## src/rtl/ccsds_mod_pkg.sv

```systemverilog
// Shared types and elaboration-time constant builders for the CCSDS PSK modulator.
package ccsds_mod_pkg;

  typedef enum logic [1:0] {
    MODE_BPSK = 2'd0,
    MODE_QPSK = 2'd1,
    MODE_8PSK = 2'd2,
    MODE_RSVD = 2'd3
  } mod_mode_e;

  typedef enum logic {
    IDLE = 1'b0,
    RUN  = 1'b1
  } state_e;

  localparam int PSK8_POINTS = 8;

  typedef struct packed {
    int i;
    int q;
  } iq_point_t;

  typedef iq_point_t [PSK8_POINTS-1:0] psk8_table_t;

  function automatic mod_mode_e norm_mode(logic [1:0] mode);
    return (mode == 2'd3) ? MODE_QPSK : mod_mode_e'(mode);
  endfunction

  // round(amp / sqrt(2)) using an integer square root of amp^2/2.
  function automatic int round_inv_sqrt2(int amp);
    longint half_sq, root, trial;
    half_sq = (longint'(amp) * longint'(amp)) >> 1;
    root    = 0;
    for (int b = 30; b >= 0; b--) begin
      trial = root + (longint'(1) << b);
      if (trial * trial <= half_sq) root = trial;
    end
    if (((root << 1) + longint'(1)) * ((root << 1) + longint'(1)) <=
        ((longint'(amp) * longint'(amp)) << 1))
      root = root + longint'(1);
    return int'(root);
  endfunction

  function automatic psk8_table_t psk8_table(int iq_width);
    int          amp;
    int          diag;
    psk8_table_t tab;
    amp    = (1 << (iq_width - 1)) - 1;
    diag   = round_inv_sqrt2(amp);
    tab[0] = '{amp, 0};
    tab[1] = '{diag, diag};
    tab[2] = '{0, amp};
    tab[3] = '{-diag, diag};
    tab[4] = '{-amp, 0};
    tab[5] = '{-diag, -diag};
    tab[6] = '{0, -amp};
    tab[7] = '{diag, -diag};
    return tab;
  endfunction

endpackage

```

## src/rtl/ccsds_psk_mapper.sv

```systemverilog
// Combinational symbol mapper: Gray-decodes the symbol bits, applies optional
// differential accumulation and looks up the constellation point.
module ccsds_psk_mapper
  import ccsds_mod_pkg::*;
#(
  parameter int IQ_WIDTH = 13
) (
  input  mod_mode_e                  mode_i,
  input  logic                       diff_en_i,
  input  logic [2:0]                 bits_i,
  input  logic [2:0]                 p_prev_i,
  output logic [2:0]                 p_o,
  output logic signed [IQ_WIDTH-1:0] i_o,
  output logic signed [IQ_WIDTH-1:0] q_o
);

  localparam logic signed [IQ_WIDTH-1:0] AMP  = IQ_WIDTH'((1 << (IQ_WIDTH - 1)) - 1);
  localparam psk8_table_t                PSK8 = psk8_table(IQ_WIDTH);

  logic [2:0] gray_idx;
  logic [2:0] mask;
  logic [2:0] sum;

  always_comb begin
    // NOTE: every signal written here gets a default first so no path infers a latch.
    gray_idx = 3'd0;
    mask     = 3'd3;
    case (mode_i)
      MODE_BPSK: begin
        gray_idx = {2'b00, bits_i[0]};
        mask     = 3'd1;
      end
      MODE_8PSK: begin
        gray_idx = {bits_i[2], bits_i[2] ^ bits_i[1], ^bits_i};
        mask     = 3'd7;
      end
      default: begin
        // bits_i[0] is the Gray MSB so the legacy sign mapping 01 -> (+,-) holds.
        gray_idx = {1'b0, bits_i[0], bits_i[0] ^ bits_i[1]};
        mask     = 3'd3;
      end
    endcase

    sum = p_prev_i + gray_idx;
    p_o = (diff_en_i ? sum : gray_idx) & mask;

    i_o = AMP;
    q_o = '0;
    case (mode_i)
      MODE_BPSK: begin
        i_o = p_o[0] ? -AMP : AMP;
        q_o = '0;
      end
      MODE_8PSK: begin
        i_o = IQ_WIDTH'(PSK8[p_o].i);
        q_o = IQ_WIDTH'(PSK8[p_o].q);
      end
      default: begin
        i_o = (p_o[0] ^ p_o[1]) ? -AMP : AMP;
        q_o = p_o[1] ? -AMP : AMP;
      end
    endcase
  end

endmodule

```

## src/rtl/ccsds_psk_modulator.sv

```systemverilog
// CCSDS PSK modulator top: run/idle FSM, per-symbol hold counter, differential
// phase accumulator and registered I/Q outputs.
module ccsds_psk_modulator
  import ccsds_mod_pkg::*;
#(
  parameter int IQ_WIDTH  = 13,
  parameter int SPS_WIDTH = 32
) (
  input  logic                       clk_i,
  input  logic                       rst_i,
  input  logic                       enable_i,
  input  logic [1:0]                 mode_i,
  input  logic                       diff_en_i,
  input  logic [SPS_WIDTH-1:0]       samples_per_symbol_i,
  input  logic [2:0]                 bits_i,
  input  logic                       bits_valid_i,
  output logic                       bits_ready_o,
  output logic signed [IQ_WIDTH-1:0] i_data_o,
  output logic signed [IQ_WIDTH-1:0] q_data_o,
  output logic                       sample_valid_o,
  output logic                       underrun_o
);

  localparam logic [SPS_WIDTH-1:0] SPS_ONE = SPS_WIDTH'(1);

  state_e                     state_q, state_d;
  mod_mode_e                  mode_q, mode_d, map_mode;
  logic                       diff_q, diff_d, map_diff;
  logic [SPS_WIDTH-1:0]       cnt_q, cnt_d, sps_q, sps_d, sps_eff;
  logic [2:0]                 acc_q, acc_d, map_p;
  logic signed [IQ_WIDTH-1:0] i_q, i_d, q_q, q_d, map_i, map_q;
  logic                       valid_q, valid_d, underrun_q, underrun_d;
  logic                       boundary;

  assign sps_eff      = (samples_per_symbol_i == '0) ? SPS_ONE : samples_per_symbol_i;
  assign boundary     = (state_q == RUN) && (cnt_q == sps_q - SPS_ONE);
  assign bits_ready_o = boundary || (state_q == IDLE);

  // On the start cycle the mapper must see the live mode/diff ports, not the stale latch.
  assign map_mode = (state_q == IDLE) ? norm_mode(mode_i) : mode_q;
  assign map_diff = (state_q == IDLE) ? diff_en_i : diff_q;

  ccsds_psk_mapper #(
    .IQ_WIDTH (IQ_WIDTH)
  ) u_mapper (
    .mode_i    (map_mode),
    .diff_en_i (map_diff),
    .bits_i    (bits_i),
    .p_prev_i  (acc_q),
    .p_o       (map_p),
    .i_o       (map_i),
    .q_o       (map_q)
  );

  always_comb begin
    state_d    = state_q;
    mode_d     = mode_q;
    diff_d     = diff_q;
    cnt_d      = cnt_q;
    sps_d      = sps_q;
    acc_d      = acc_q;
    i_d        = i_q;
    q_d        = q_q;
    valid_d    = valid_q;
    underrun_d = 1'b0;

    case (state_q)
      IDLE: begin
        cnt_d   = '0;
        acc_d   = '0;
        i_d     = '0;
        q_d     = '0;
        valid_d = 1'b0;
        if (enable_i && bits_valid_i) begin
          state_d = RUN;
          mode_d  = norm_mode(mode_i);
          diff_d  = diff_en_i;
          sps_d   = sps_eff;
          acc_d   = map_p;
          i_d     = map_i;
          q_d     = map_q;
          valid_d = 1'b1;
        end
      end
      RUN: begin
        if (!boundary) begin
          cnt_d = cnt_q + SPS_ONE;
        end else if (!enable_i) begin
          state_d = IDLE;
          cnt_d   = '0;
          acc_d   = '0;
          i_d     = '0;
          q_d     = '0;
          valid_d = 1'b0;
        end else begin
          cnt_d = '0;
          sps_d = sps_eff;
          if (bits_valid_i) begin
            acc_d = map_p;
            i_d   = map_i;
            q_d   = map_q;
          end else begin
            i_d        = '0;
            q_d        = '0;
            underrun_d = 1'b1;
          end
        end
      end
      default: state_d = IDLE;
    endcase
  end

  // NOTE: registers use non-blocking assignments so every one updates from the same pre-edge values.
  always_ff @(posedge clk_i or posedge rst_i) begin
    if (rst_i) begin
      state_q    <= IDLE;
      mode_q     <= MODE_QPSK;
      diff_q     <= 1'b0;
      cnt_q      <= '0;
      sps_q      <= '0;
      acc_q      <= '0;
      i_q        <= '0;
      q_q        <= '0;
      valid_q    <= 1'b0;
      underrun_q <= 1'b0;
    end else begin
      state_q    <= state_d;
      mode_q     <= mode_d;
      diff_q     <= diff_d;
      cnt_q      <= cnt_d;
      sps_q      <= sps_d;
      acc_q      <= acc_d;
      i_q        <= i_d;
      q_q        <= q_d;
      valid_q    <= valid_d;
      underrun_q <= underrun_d;
    end
  end

  assign i_data_o       = i_q;
  assign q_data_o       = q_q;
  assign sample_valid_o = valid_q;
  assign underrun_o     = underrun_q;

endmodule

```

## config.mk

```make
export PLATFORM = sky130hd
export DESIGN_NAME = ccsds_psk_modulator
export DESIGN_NICKNAME = d
export VERILOG_FILES = /design/src/rtl/ccsds_mod_pkg.sv /design/src/rtl/ccsds_psk_mapper.sv /design/src/rtl/ccsds_psk_modulator.sv
export SDC_FILE = /design/constraint.sdc
export NUM_CORES = 1
export LEC_CHECK = 0
export CAP_MARGIN = 20
export CORE_MARGIN = 2
export CORE_UTILIZATION = 54
export CTS_BUF_LIST = sky130_fd_sc_hd__clkbuf_8
export DETAILED_ROUTE_END_ITERATION = 7
export GPL_TIMING_DRIVEN = 0
export PLACE_DENSITY = 0.8
export SYNTH_ARGS = -nofsm -noshare
export SYNTH_HDL_FRONTEND = slang
export SYNTH_SLANG_ARGS = --single-unit
```

## constraint.sdc

```tcl
create_clock -name clk_i -period 4.02 [get_ports clk_i]
set_clock_uncertainty 0.1 [all_clocks]
set_input_delay 0.402 -clock clk_i [delete_from_list [all_inputs] [get_ports clk_i]]
set_output_delay 0.402 -clock clk_i [all_outputs]
set_load 0.02 [all_outputs]
```

-- Word level (Yosys, flattened, before mapping)
Memories as Yosys holds them, arrays and structs flattened.
Index checks and enable logic that the tools add are counted.
- $lt $le $gt $ge: 1
- equal/unequal tests: 8
- shifts and indexed selects: 0
- reductions and logical operators: 10
- mux-type cells: 45
- multiply operators: 0
- bitwise logic cells: 5
- div/mod/pow operators: 0
- $add $sub $neg: 3
- operator list (cell ; number):
    $mux W32 ; 5
    $mux W13 ; 11
    $pmux W32 S2 ; 2
    $pmux W13 S2 ; 4
    $mux W45 ; 1
    $add A32 B1 Y32 const B ; 1
    $eq A32 B32 Y1 ; 1
    $logic_not A32 Y1 ; 1
    $sub A32 B1 Y32 const B ; 1
    $pmux W3 S2 ; 3
    $mux W3 ; 5
    $mux W1 ; 10
    $reduce_and A2 Y1 ; 3
    $eq A2 B2 Y1 const B ; 2
    $lt A3 B4 Y1 const B ; 1
    $mux W2 ; 2
    $ne A2 B1 Y1 const B ; 2
    $ne A2 B2 Y1 const B ; 2
    $pmux W1 S2 ; 2
    $add A3 B3 Y3 ; 1
    $and A3 B3 Y3 ; 1
    $ne A3 B3 Y1 const B ; 1
    $reduce_and A3 Y1 ; 1
    $reduce_xor A3 Y1 ; 1
    other kinds (5) ; 8
- latch bits: 0
- memories: 1
- input bits: 42
- word-level logic and storage cells: 83
- RAM bits: 0
- ROM bits: 512
- register bits: 99
- memory list (name ; depth ; bits a word ; read ports ; clocked after Yosys merged registers in ; wr ports ; line ; source):
    (no name shown) ; 8 ; 64 ; 1 ; 0 ; 0 ; ccsds_psk_mapper.sv:55 ; i_o = IQ_WIDTH'(PSK8[p_o].i);

-- Logic depth before layout (Yosys ltp)
- depth after elaboration: 15
- depth in mapped cells: 19
- gate-level depth less buffers: 17

-- By module
Synthesis repeated with hierarchy kept, for this count alone.
- cell total of the unflattened synthesis: 873
- area total of the unflattened synthesis: 7313.3 um^2
- modules (own cells, without submodules) (module ; instances ; seq. area each (um^2) ; cells an instance ; area an instance (um^2)):
    ccsds_psk_modulator ; 1 ; 2478.6 ; 790 ; 6707.7
    ccsds_psk_mapper ; 1 ; 0.0 ; 83 ; 605.6

-- Worst setup path before layout
Ideal clock, no wire load.
- path type: register -> register
- start point: reg state_q
- end point: reg i_q[10], in the netlist i_data_o[10]
- setup time: 0.125 ns
- arrival time: 3.683 ns
- path slack: 0.112 ns
- cell stages (with the launch flop): 18
- buffers on the path: 2
- path through: dfrtp_1 -> buf_2 -> mux2i_1 -> a21oi_1 -> o21ai_0 -> xor2_1 -> ha_1 -> inv_1 -> fa_1 -> xor2_1 -> or3_1 -> a211oi_1 -> clkbuf_1 -> mux2i_1 -> nand2_1 -> o21ai_0 -> a21oi_1 -> mux2_2
- cells in the longest elaborated chain, start to end: 13
- elaborated cells on any way between the ends: 23
- those cells by class: add/sub (1); eq/ne (2); mux (14); bitwise (3); reduce/logical (2); memory (1)
- ends and longest elaborated chain (item ; line ; source):
    start: declaration ; ccsds_psk_modulator.sv:26 ; state_e state_q, state_d;
    start signal: assignment ; ccsds_psk_modulator.sv:127 ; state_q <= state_d;
    $mux W2 ; ccsds_psk_modulator.sv:40 ; assign map_mode = (state_q == IDLE) ? norm_mode(mode_i) : mode_q;
    $eq A2 B2 Y1 / $logic_not A2 Y1 (equally long branches) ; ccsds_psk_mapper.sv:28, ccsds_psk_mapper.sv:49 ;
    $pmux W3 S2 ; ccsds_psk_mapper.sv:28 ; case (mode_i)
    $add A3 B3 Y3 ; ccsds_psk_mapper.sv:44 ; sum = p_prev_i + gray_idx;
    $mux W3 ; ccsds_psk_mapper.sv:45 ; p_o = (diff_en_i ? sum : gray_idx) & mask;
    $and A3 B3 Y3 ; ccsds_psk_mapper.sv:45 ;
    $mem_v2 Z8 W64 / $xor A1 B1 Y1 (equally long branches) ; -- ;
    $mux W45 / $mux W13 (equally long branches) ; -- ;
    $pmux W13 S2 ; ccsds_psk_mapper.sv:49 ; case (mode_i)
    $mux W13 ; ccsds_psk_modulator.sv:98 ; if (bits_valid_i) begin
    $mux W13 ; ccsds_psk_modulator.sv:88 ; end else if (!enable_i) begin
    $mux W13 ; ccsds_psk_modulator.sv:86 ; if (!boundary) begin
    $pmux W13 S2 ; ccsds_psk_modulator.sv:67 ; case (state_q)
    end signal: assignment ; ccsds_psk_modulator.sv:133 ; i_q <= i_d;
    end: declaration ; ccsds_psk_modulator.sv:31 ; logic signed [IQ_WIDTH-1:0] i_q, i_d, q_q, q_d, map_i, map_q;
Parallel ways exist; a longest one is shown, timed or not. The select of a mux whose other input is x is not followed.
A chain may end at the register's enable or synchronous reset.

-- Worst setup path in the final report
- start point: reg sps_q[0]
- end point: out bits_ready_o
- cells in the longest elaborated chain, start to end: 4
- ends and longest elaborated chain (item ; line ; source):
    start: declaration ; ccsds_psk_modulator.sv:29 ; logic [SPS_WIDTH-1:0] cnt_q, cnt_d, sps_q, sps_d, sps_eff;
    start signal: assignment ; ccsds_psk_modulator.sv:131 ; sps_q <= sps_d;
    $sub A32 B1 Y32 ; ccsds_psk_modulator.sv:36 ; assign boundary = (state_q == RUN) && (cnt_q == sps_q - SPS_ONE);
    $eq A32 B32 Y1 ; ccsds_psk_modulator.sv:36 ;
    $logic_and A1 B1 Y1 ; ccsds_psk_modulator.sv:36 ;
    $logic_or A1 B1 Y1 ; ccsds_psk_modulator.sv:37 ; assign bits_ready_o = boundary || (state_q == IDLE);
    end: declaration ; ccsds_psk_modulator.sv:17 ; output logic bits_ready_o,
No other way between the ends.

==> summary.txt <==
Post-Route Utilization: 66.8%
Setup crit start: sps_q[0]
WL/cell: 18.4 um
Largest family of logic cells by synthesized area: simple AND/OR/NAND/NOR gates
Final Setup Violations: 0
Maxcap violations: 0
Die area: 0.0132 mm2
Critical path depth in cells: 15
Io pins: 71
Die H: 115 um
Largest area contributor in the netlist: dfrtp_1
Initial DRC Count: 723
Worst r2r dst: i_data_o[10]
Outcome: completed
Max_slew headroom: 54.3%
H-tree Lvls: 3
Period minus WS final: 3.87 ns
Least-Margin Pin Slew: 0.666 ns
CTS tree: done
Core Area: 0.0120 mm2
Via count: 6,521
CTS Sinks: 85
WP buf/inv: 7
Number of global-route vias before repair: 6,124
Fin crit share: 96.4%
Finished Layout Cells: 1,047
Root buffer cell: clkbuf_8
Async S/R FF share, synth: 100%
DP Cell Count: 1,024
Slowest stage delay, CP: 0.40 ns
Diodes inserted: 0
Synth Area in Compound Gates: 16.2%
DPL Wire Length: 13,700 um
Largest cells by area after synthesis: dfrtp_1, nand3_1, xnor2_1
PortBufs: 68
P_leak: 3.24 nW
Crit-path leading delay family: buffers and inverters
DRT Pass-1 Iters: 6
Cells after Synth: 808
Max Freq: 258 MHz
Peak supply drop: 247 uV
Share of layout cells above drive strength 1: 14.1%
PwrDens: 288 mW/mm2
Longest Clk Path Bufs: 2
Syn-to-layout area delta: 20.4%
Clk slew on worst S/H paths: 0.10 ns
Via density per instance: 6.23
Final slew viol count: 0
Post-synthesis mux area share: 3.59%
Post-Synth Simple-Gate Area: 29.3%
Critical path arrival: 3.37 ns
CP max FO: 10
R2R cell count: 17
Gpl congestion: 0.973
Initial antenna violation count: 0
Initial Utilization: 55.4%
Synth cell count leaders: dfrtp_1, nand3_1, nor2_1
Mapped Avg Cell Area: 8.24 um2
Worst path cell trace: inv_1 -> ha_1 -> buf_4 -> nor3b_4 -> buf_4 -> nand4_4 -> buf_4 -> nor2_2 -> xnor2_2 -> nor4_4 -> nand4b_4 -> nand2_4 -> buf_8 -> buf_6 -> buf_2
Flop-to-flop setup slack: 0.20 ns
Seq/Total Area, Yosys: 32.0%
Adder-Cell Fraction of Synth Area: 1.99%
Hold Vio Cnt, Final: 0
Dpl cell area: 0.00755 mm2
Synthesized Nets: 860
Horiz. Die Dim: 115 um
Routed Antenna Nets: 0
Cell seen most often among critical-path stages: buf_4
Seq cells post-synth: 85
Tot Pwr: 0.00231 W
EDFF count, synth: 0
Synth top area share: 31.6%
Clk_lat worst skew: 0.39 ns
Distinct cell type count after synthesis: 71
Most common cell in the netlist: dfrtp_1
Setup crit start kind: flip-flop
Final #Nets: 948
Pin count of the biggest net entering global routing: 62
RR Startpoint: state_q
CP endpoint kind: primary output
WHS: 0.234 ns
GRT Residual Overflow: 0
Syn. warnings: 0
Hold Path Class: input port to asynchronous set/reset pin
Post-Synth XOR/XNOR Area: 9.73%
Main synth FF type: dfrtp_1
Clock buffer count from CTS: 9
Slowest library cell on the worst path: dfrtp_2
DR DRC count: 0
Critical path type: flip-flop to primary output
Synthesized area: 0.00666 mm2
First-pass GRT wire length: 31,100 um
GRT Total Usage: 29.6%
Critical Path RT: 3.52 ns
Rows: 40
Final wirelength: 19,300 um
Cell area after layout: 0.00802 mm2
Crit path capture: bits_ready_o
report_power, final:
| group | leakage, nW | internal [W] | switching (W) | total [W] |
|---|---|---|---|---|
| Combinational | 2.15 | 0.000328 | 0.000342 | 0.000671 |
| Clock | 0.101 | 0.000316 | 0.000324 | 0.000640 |
| Sequential | 0.988 | 0.000921 | 0.0000812 | 0.00100 |
| Total | 3.24 | 0.00156 | 0.000748 | 0.00231 |
logic make-up (layout without fill, tap and decap cells):
family | count (synthesis) | in the layout
AO/OA/AOI/OAI | 167 | 167
XOR/XNOR | 74 | 74
adder cells (fa/ha/maj) | 10 | 10
buffers and inverters | 94 | 186
flip-flops | 85 | 85
multiplexers | 20 | 20
AND/OR/NAND/NOR | 358 | 358
sequential cells by signal, summed over array words and instances, names as in the netlist:
signal and count:
diff_q 1, i_data_o 6, sps_q 32, acc_q 3, q_data_o 6, cnt_q 32, mode_q 2, state_q 1
sample_valid_o 1, underrun_o 1
stage by stage:
stage                     setup TNS (ns)  worst slack (ns)
after global routing             -0.0163           -0.0163
final                                  0             0.147
after floorplan                        0             0.112
after detailed placement           -5.75            -0.720
after global placement            -13.31            -0.597
after CTS                              0         0.0000691
metal layers:
layer  track usage, %  vias to the layer above  wire (um)
li1                 -                     3046          -
met1             41.5                     3125       8170
met2             46.8                      300       9060
met3             5.22                       50       1560
met4             9.48                        0        506
met5                0                        -          0
worst min-delay path by stage:
stage	start	endpoint	slack, ns
final	rst_i	sps_q[19]	0.23
after global placement	mode_q[1]	mode_q[1]	0.37
after global routing	rst_i	sps_q[30]	0.26
after CTS	rst_i	sps_q[19]	0.24
after floorplan	mode_q[1]	mode_q[1]	0.35
after detailed placement	mode_q[1]	mode_q[1]	0.38
layout by cell type, fill, tap and decap left out, drive strengths merged, types with 9 or more instances in the layout:
cell type	count
a21oi	43
nand4	14
a31oi	9
buf	57
ha	9
nand3	83
and3	12
nand2b	34
inv	20
xor2	36
nor3	22
o211ai	29
dfrtp	84
mux2	16
clkbuf	38
nand2	63
xnor2	38
clkdlybuf4s50	67
nor2	74
o21ai	43
nor4	24
worst reg2reg max path, delay by kind of cell (launching register included):
family	cells	cell delay, ns
compound gates	4	0.58
buf+inv	3	0.46
simple gates	3	0.53
fa+ha+maj	2	0.53
flops	1	0.33
xor+xnor	2	0.30
mux	3	0.90
layout make-up:
cell class                 count  area (um2)
sequential                    85        2130
tap                          147         184
clock buffer                  11         151
fill                        1018        3990
inverter                      20        77.6
buffer                        67         392
clock inverter                 4        47.5
timing repair buffer          84         816
multi-input combinational    629        4220
timing repair:
action | CTS | global route
setup buffers | 8 | 7
pin swaps | 6 | 6
endpoints found under the setup margin | 11 | 8
endpoints found under the hold margin | 0 | 0
resized for setup | 19 | 30
hold buffers | 0 | 0
Note: power is estimated with default switching activity, not from simulation.
